`src/rtl/cpu_pkg.sv`:
```
// Shared types and defaults for the register-file writeback path.
package cpu_pkg;

  typedef logic [31:0] word_t;
  typedef logic [4:0]  reg_idx_t;

  localparam int LDQ_DEPTH_DEF   = 4;
  localparam int LD_MAX_WAIT_DEF = 3;

  typedef enum logic [1:0] {
    WB_NONE,
    WB_ALU,
    WB_LOAD
  } wb_src_t;

endpackage

```
`src/rtl/ld_tag_fifo.sv`:
```
// In-order FIFO of destination indices for loads still waiting on memory.
module ld_tag_fifo
  import cpu_pkg::*;
#(
  parameter int DEPTH = LDQ_DEPTH_DEF,
  parameter int PW    = $clog2(DEPTH),
  parameter int CW    = $clog2(DEPTH + 1)
) (
  input  logic          clk,
  input  logic          rst,
  input  logic          push,
  input  logic [4:0]    push_data,
  input  logic          pop,
  output logic [4:0]    head,
  output logic [CW-1:0] count,
  output logic          full,
  output logic          empty
);

  reg_idx_t        mem [DEPTH];
  logic [PW-1:0]   wr_ptr;
  logic [PW-1:0]   rd_ptr;
  logic            do_push;
  logic            do_pop;

  assign full    = (count == CW'(DEPTH));
  assign empty   = (count == '0);
  assign do_push = push & ~full;
  assign do_pop  = pop & ~empty;
  assign head    = mem[rd_ptr];

  // DEPTH is a power of two, so the pointers wrap naturally.
  always_ff @(posedge clk) begin
    if (rst) begin
      wr_ptr <= '0;
      rd_ptr <= '0;
      count  <= '0;
    end else begin
      if (do_push) wr_ptr <= wr_ptr + 1'b1;
      if (do_pop)  rd_ptr <= rd_ptr + 1'b1;
      if (do_push && !do_pop)      count <= count + 1'b1;
      else if (do_pop && !do_push) count <= count - 1'b1;
    end
  end

  always_ff @(posedge clk) begin
    if (do_push) mem[wr_ptr] <= push_data;
  end

endmodule

```
`src/rtl/writeback_arbiter.sv`:
```
// Arbitrates the single register-file write port between ALU results and
// buffered load returns, and tracks in-flight load destinations for hazards.
module writeback_arbiter
  import cpu_pkg::*;
#(
  parameter int LDQ_DEPTH   = LDQ_DEPTH_DEF,
  parameter int LD_MAX_WAIT = LD_MAX_WAIT_DEF
) (
  input  logic        clk,
  input  logic        RST,
  input  logic        alu_wen,
  input  logic [4:0]  alu_rd,
  input  logic [31:0] alu_wdata,
  output logic        alu_ready,
  input  logic        ld_issue,
  input  logic [4:0]  ld_rd,
  output logic        ld_issue_ready,
  input  logic        ld_done,
  input  logic [31:0] ld_data,
  output logic        ld_ready,
  input  logic [4:0]  dec_rs1,
  input  logic [4:0]  dec_rs2,
  input  logic [4:0]  dec_rd,
  output logic        hazard,
  output logic        reg_write,
  output logic [4:0]  write_index,
  output logic [31:0] write_data,
  output logic [31:0] busy_vec,
  output logic        protocol_err
);

  localparam int CW = $clog2(LDQ_DEPTH + 1);
  localparam int WW = (LD_MAX_WAIT < 1) ? 1 : $clog2(LD_MAX_WAIT + 1);

  reg_idx_t      fifo_head;
  logic [CW-1:0] fifo_count;
  logic          fifo_full;
  logic          fifo_empty;
  logic          push;
  logic          pop;

  logic          lbuf_valid;
  reg_idx_t      lbuf_rd;
  word_t         lbuf_data;
  logic [WW-1:0] wait_cnt;
  logic          lbuf_wins;

  wb_src_t       wb_sel;
  wb_src_t       wb_src_q;
  logic [31:0]   busy;
  logic [31:0]   busy_next;

  assign ld_issue_ready = (fifo_count < CW'(LDQ_DEPTH));
  assign push           = ld_issue & ~fifo_full;
  assign pop            = ld_done & ld_ready & ~fifo_empty;

  ld_tag_fifo #(.DEPTH(LDQ_DEPTH)) u_tag_fifo (
    .clk       (clk),
    .rst       (RST),
    .push      (push),
    .push_data (ld_rd),
    .pop       (pop),
    .head      (fifo_head),
    .count     (fifo_count),
    .full      (fifo_full),
    .empty     (fifo_empty)
  );

  // A starved load is forced through once it has lost LD_MAX_WAIT times.
  assign lbuf_wins = lbuf_valid & (~alu_wen | (wait_cnt == WW'(LD_MAX_WAIT)));
  assign alu_ready = ~lbuf_wins;
  assign ld_ready  = ~lbuf_valid | lbuf_wins;

  always_comb begin
    wb_sel = WB_NONE;
    if (lbuf_wins)    wb_sel = WB_LOAD;
    else if (alu_wen) wb_sel = WB_ALU;
  end

  // Set beats clear so a reissued load to the same rd stays tracked.
  always_comb begin
    busy_next = busy;
    if (reg_write && wb_src_q == WB_LOAD) busy_next[write_index] = 1'b0;
    if (push && ld_rd != '0)              busy_next[ld_rd]       = 1'b1;
    busy_next[0] = 1'b0;
  end

  always_ff @(posedge clk) begin
    if (RST) begin
      lbuf_valid   <= 1'b0;
      lbuf_rd      <= '0;
      lbuf_data    <= '0;
      wait_cnt     <= '0;
      reg_write    <= 1'b0;
      write_index  <= '0;
      write_data   <= '0;
      wb_src_q     <= WB_NONE;
      busy         <= '0;
      protocol_err <= 1'b0;
    end else begin
      if (pop) begin
        lbuf_valid <= 1'b1;
        lbuf_rd    <= fifo_head;
        lbuf_data  <= ld_data;
      end else if (lbuf_wins) begin
        lbuf_valid <= 1'b0;
      end

      if (!lbuf_valid || lbuf_wins) wait_cnt <= '0;
      else                          wait_cnt <= wait_cnt + 1'b1;

      // x0 destinations still consume the port slot but never write.
      case (wb_sel)
        WB_LOAD: begin
          reg_write   <= (lbuf_rd != '0);
          write_index <= lbuf_rd;
          write_data  <= lbuf_data;
        end
        WB_ALU: begin
          reg_write   <= (alu_rd != '0);
          write_index <= alu_rd;
          write_data  <= alu_wdata;
        end
        default: reg_write <= 1'b0;
      endcase
      wb_src_q <= wb_sel;

      busy <= busy_next;
      if (ld_done && fifo_empty) protocol_err <= 1'b1;
    end
  end

  assign busy_vec = busy;
  assign hazard   = busy[dec_rs1] | busy[dec_rs2] | busy[dec_rd];

endmodule

```
`config.mk`:
```
export PLATFORM = sky130hd
export DESIGN_NAME = writeback_arbiter
export DESIGN_NICKNAME = d
export VERILOG_FILES = /design/src/rtl/cpu_pkg.sv /design/src/rtl/ld_tag_fifo.sv /design/src/rtl/writeback_arbiter.sv
export SDC_FILE = /design/constraint.sdc
export NUM_CORES = 1
export LEC_CHECK = 0
export ABC_AREA = 1
export BUFFER_PORTS_ARGS = -buffer_cell sky130_fd_sc_hd__buf_2
export CORE_MARGIN = 3
export CORE_UTILIZATION = 40
export CTS_CLUSTER_DIAMETER = 200
export DETAILED_ROUTE_END_ITERATION = 10
export SLEW_MARGIN = 20
export SYNTH_ARGS = -nofsm -noshare
export SYNTH_HDL_FRONTEND = slang
export SYNTH_SLANG_ARGS = --single-unit
export TNS_END_PERCENT = 10
```
`constraint.sdc`:
```
create_clock -name clk -period 5.2 [get_ports clk]
set_input_delay 1.04 -clock clk [delete_from_list [all_inputs] [get_ports clk]]
set_output_delay 1.04 -clock clk [all_outputs]
set_load 0.02 [all_outputs]
```
==> results.yml <==
floorplanning:
  dieWidth_um: 135
  fp.coreArea_um2: 16000
  die_area_um2: 18100
  io_pins: 169
  die_h_um: 135
  rows: 46
  start_util_pct: 41.3
placed_design:
  dp_hpwl_um: 13600
  place_ws_ns: 1.82
  io_buffers: 167
  placed_cell_area_um2: 7490
  gp_congestion: 0.849
  dp.cells: 1235
yosys:
  yosys.cell_types.count: 37
  yosys_warnings: 0
  avgSynthCellArea_um2: 7.37
  syn_nets: 997
  syn-cell-area_um2: 6610
  ys_seq_area_share_pct: 45.1
  ys_ff_latch: 139
  netlist_instances: 896
timing:
  clock_skew_ns: 0.00731
  fin_crit_sh_pct: 65.7
  rsz0062_at_grt: "no"
  hold-worst-slack_ns: 0.435
  finalSetupViolCount: 0
  fin_tns_setup_ns: 0
  tightest_slew_ns: 0.942
  relSlewSlack_pct: 37.2
  fin_crit_ns: 3.41
  slew_viol_final: 0
  fmax_ghz: 0.293
  hold_violations: 0
  worst_slack_ns: 1.79
clocking:
  clk_transition_reported_paths_ns: 0.06
  post_cts_buffers: 0
  htreeDepth: 4
  cts_tree: "built"
  hold_buffers: 0
  cts_resized: 0
  numCtsBuffers: 17
  cts.sinks: 139
  cts_buffer_depth: 2
  root_buffer: "clkbuf_16"
  clk_latency_ns: 0.42
power:
  p_per_area_nw_per_um2: 419
  switching_share_pct: 31.1
  ir_drop_uv: 328
  seq_power_share_pct: 39.5
  p_sw_mw: 1.06
  power_frac_comb_pct: 22.5
  p_clk_share_pct: 37.9
  intPower_mw: 2.35
  p_leak_nw: 3.50
run:
  maxCapViolCount: 0
global_routing:
  grt_pass1_vias: 5977
  met1_usage_pct: 27.6
  grt.busiest_layer: "met2"
  grt_pass1_wl_um: 30800
  grt_max_degree: 74
  grt_use_met3_pct: 5.14
  use_met2_pct: 33.6
  track_usage_pct: 21.1
  grt.overflow.total: 0
  antenna_found_initial: 1
final_layout:
  design_area_um2: 8150
  final_cells: 1268
  areaGrowthSynthToFinish_pct: 23.3
  fillers: 1666
  drive_above_1_share_pct: 21.3
  final_nets: 1139
critical_path:
  worst_ep_required_time_ns: 4.16
  rrSetupSlack_ns: 3.03
  crit-reg2reg-launch: "wait_cnt[0]$_SDFF_PP0_"
  crit_path_end_kind: "output port"
  critPathMaxFanout: 21
  reg2regPathDepth: 8
  arrival_ns: 2.37
  crit_type: "in2out"
  crit_start: "dec_rd[0]"
  start_kind: "input port"
  endpoint: "hazard"
  r2r_end: "lbuf_rd[4]$_SDFFE_PP0P_"
min_path:
  hp-class: "reg2reg"
  holdCritStartpoint: "wait_cnt[0]$_SDFF_PP0_"
outcome:
  status: "finished clean"
drt:
  wl_um: 19100
  dr.pass1.iters: 4
  vias: 6473
  drtIter0Drc: 387
  routedWlPerCell_um: 15.1
  via_per_inst: 5.10
  final_antenna_net_count: 0
  drc: 0
how the worst min path moves through the flow:
stage                                         to  slack, ns  depth (start not counted)
after global placement    wait_cnt[0]$_SDFF_PP0_       0.42                          1
after CTS                 wait_cnt[0]$_SDFF_PP0_       0.44                          1
after global routing      wait_cnt[0]$_SDFF_PP0_       0.46                          1
after detailed placement  wait_cnt[0]$_SDFF_PP0_       0.43                          1
final                     wait_cnt[0]$_SDFF_PP0_       0.44                          1
after floorplan           wait_cnt[0]$_SDFF_PP0_       0.41                          1
registers in the layout, indices dropped and copies added, names as in the netlist, 3 cells and up:
| register | cells |
|---|---|
| write_index | 5 |
| u_tag_fifo.mem | 20 |
| busy_vec | 31 |
| lbuf_rd | 5 |
| u_tag_fifo.count | 3 |
| write_data | 32 |
| lbuf_data | 32 |
cell families after synthesis:
kind of cell / count (synthesis) / synth area share, %
adder cells (fa/ha/maj): 7 / 1.44
buffers and inverters: 146 / 9.58
flip-flops: 139 / 45.1
other: 1 / 0.0568
AND/OR/NAND/NOR: 359 / 24.1
multiplexers: 5 / 0.757
AO/OA/AOI/OAI: 239 / 19.0
per-layer routing:
metal | vias up | part of all wire (%)
met3 | 33 | 6.0
met5 | - | 0
met1 | 2970 | 44
met2 | 190 | 47
met4 | 0 | 2.6
li1 | 3280 | -
synthesized netlist by cell type:
library cell / number / share of area (%)
buf_2: 24 / 1.8
nor2_4: 2 / 0.34
ha_1: 6 / 1.1
dfxtp_1: 119 / 36
inv_4: 1 / 0.095
edfxtp_1: 20 / 9.1
a21oi_2: 1 / 0.13
a31oi_1: 1 / 0.095
o21a_1: 1 / 0.11
a21oi_1: 105 / 8.0
a31oi_4: 1 / 0.32
o41ai_1: 2 / 0.27
o21ai_1: 37 / 2.8
nor2_8: 1 / 0.30
nor3_1: 8 / 0.61
conb_1: 1 / 0.057
nand3b_1: 1 / 0.11
o211ai_1: 1 / 0.11
inv_1: 90 / 5.1
nand3_2: 2 / 0.30
inv_2: 6 / 0.34
buf_6: 5 / 0.85
nand2_1: 157 / 8.9
o22ai_1: 10 / 0.95
o31ai_1: 4 / 0.45
or2_2: 1 / 0.095
fa_1: 1 / 0.30
nor3b_1: 1 / 0.11
nor3_4: 2 / 0.49
buf_4: 4 / 0.45
mux2i_1: 5 / 0.76
clkbuf_1: 15 / 0.85
o21ai_0: 76 / 5.8
buf_1: 1 / 0.057
nand4_1: 2 / 0.19
nor2_1: 63 / 3.6
nand3_1: 119 / 9.0
layout make-up:
class / instances / area, µm² / area share (%)
Sequential cell: 139 / 2980 / 36.6
Inverter: 97 / 367 / 4.50
Clock inverter: 7 / 96.3 / 1.18
Antenna cell: 1 / 2.50 / 0.0307
Multi-Input combinational cell: 611 / 3000 / 36.8
Timing Repair Buffer: 172 / 873 / 10.7
Clock buffer: 25 / 558 / 6.85
Tap cell: 216 / 270 / 3.32
power by group through the flow:
stage / clock network, mW / logic (mW) / registers (mW)
2_1_floorplan: 0 / 0.522 / 1.41
3_3_place_gp: 0 / 0.762 / 1.37
3_5_place_dp: 0 / 0.771 / 1.37
4_1_cts: 1.31 / 0.775 / 1.35
5_1_grt: 1.36 / 0.872 / 1.37
6_report: 1.30 / 0.770 / 1.35
worst max-delay path, stage by stage:
cell     delay (ns)
buf_2          0.31
inv_1          0.26
o21ai_0        0.21
nand3_1        0.09
nand3_1        0.08
nand3_1        0.08
nand2_1        0.09
nand3_1        0.06
buf_2          0.16
cells in the final DEF (no fill, tap or decap), types with 7 or more instances in the layout:
cell,count
a21oi_1,105
o22ai_1,10
nand2_1,157
inv_2,7
clkbuf_16,19
nor2_1,62
dfxtp_1,119
o21ai_1,37
nor3_1,8
inv_1,89
o21ai_0,75
buf_2,167
nand3_1,119
edfxtp_1,20
through the flow:
step           util (%)  power (mW)
6_report           50.9        3.41
3_3_place_gp       46.8        2.13
3_5_place_dp       46.8        2.14
2_1_floorplan         -        1.93
4_1_cts            50.9        3.44
5_1_grt            50.9        3.60
Power figures use the tool's default switching activity.
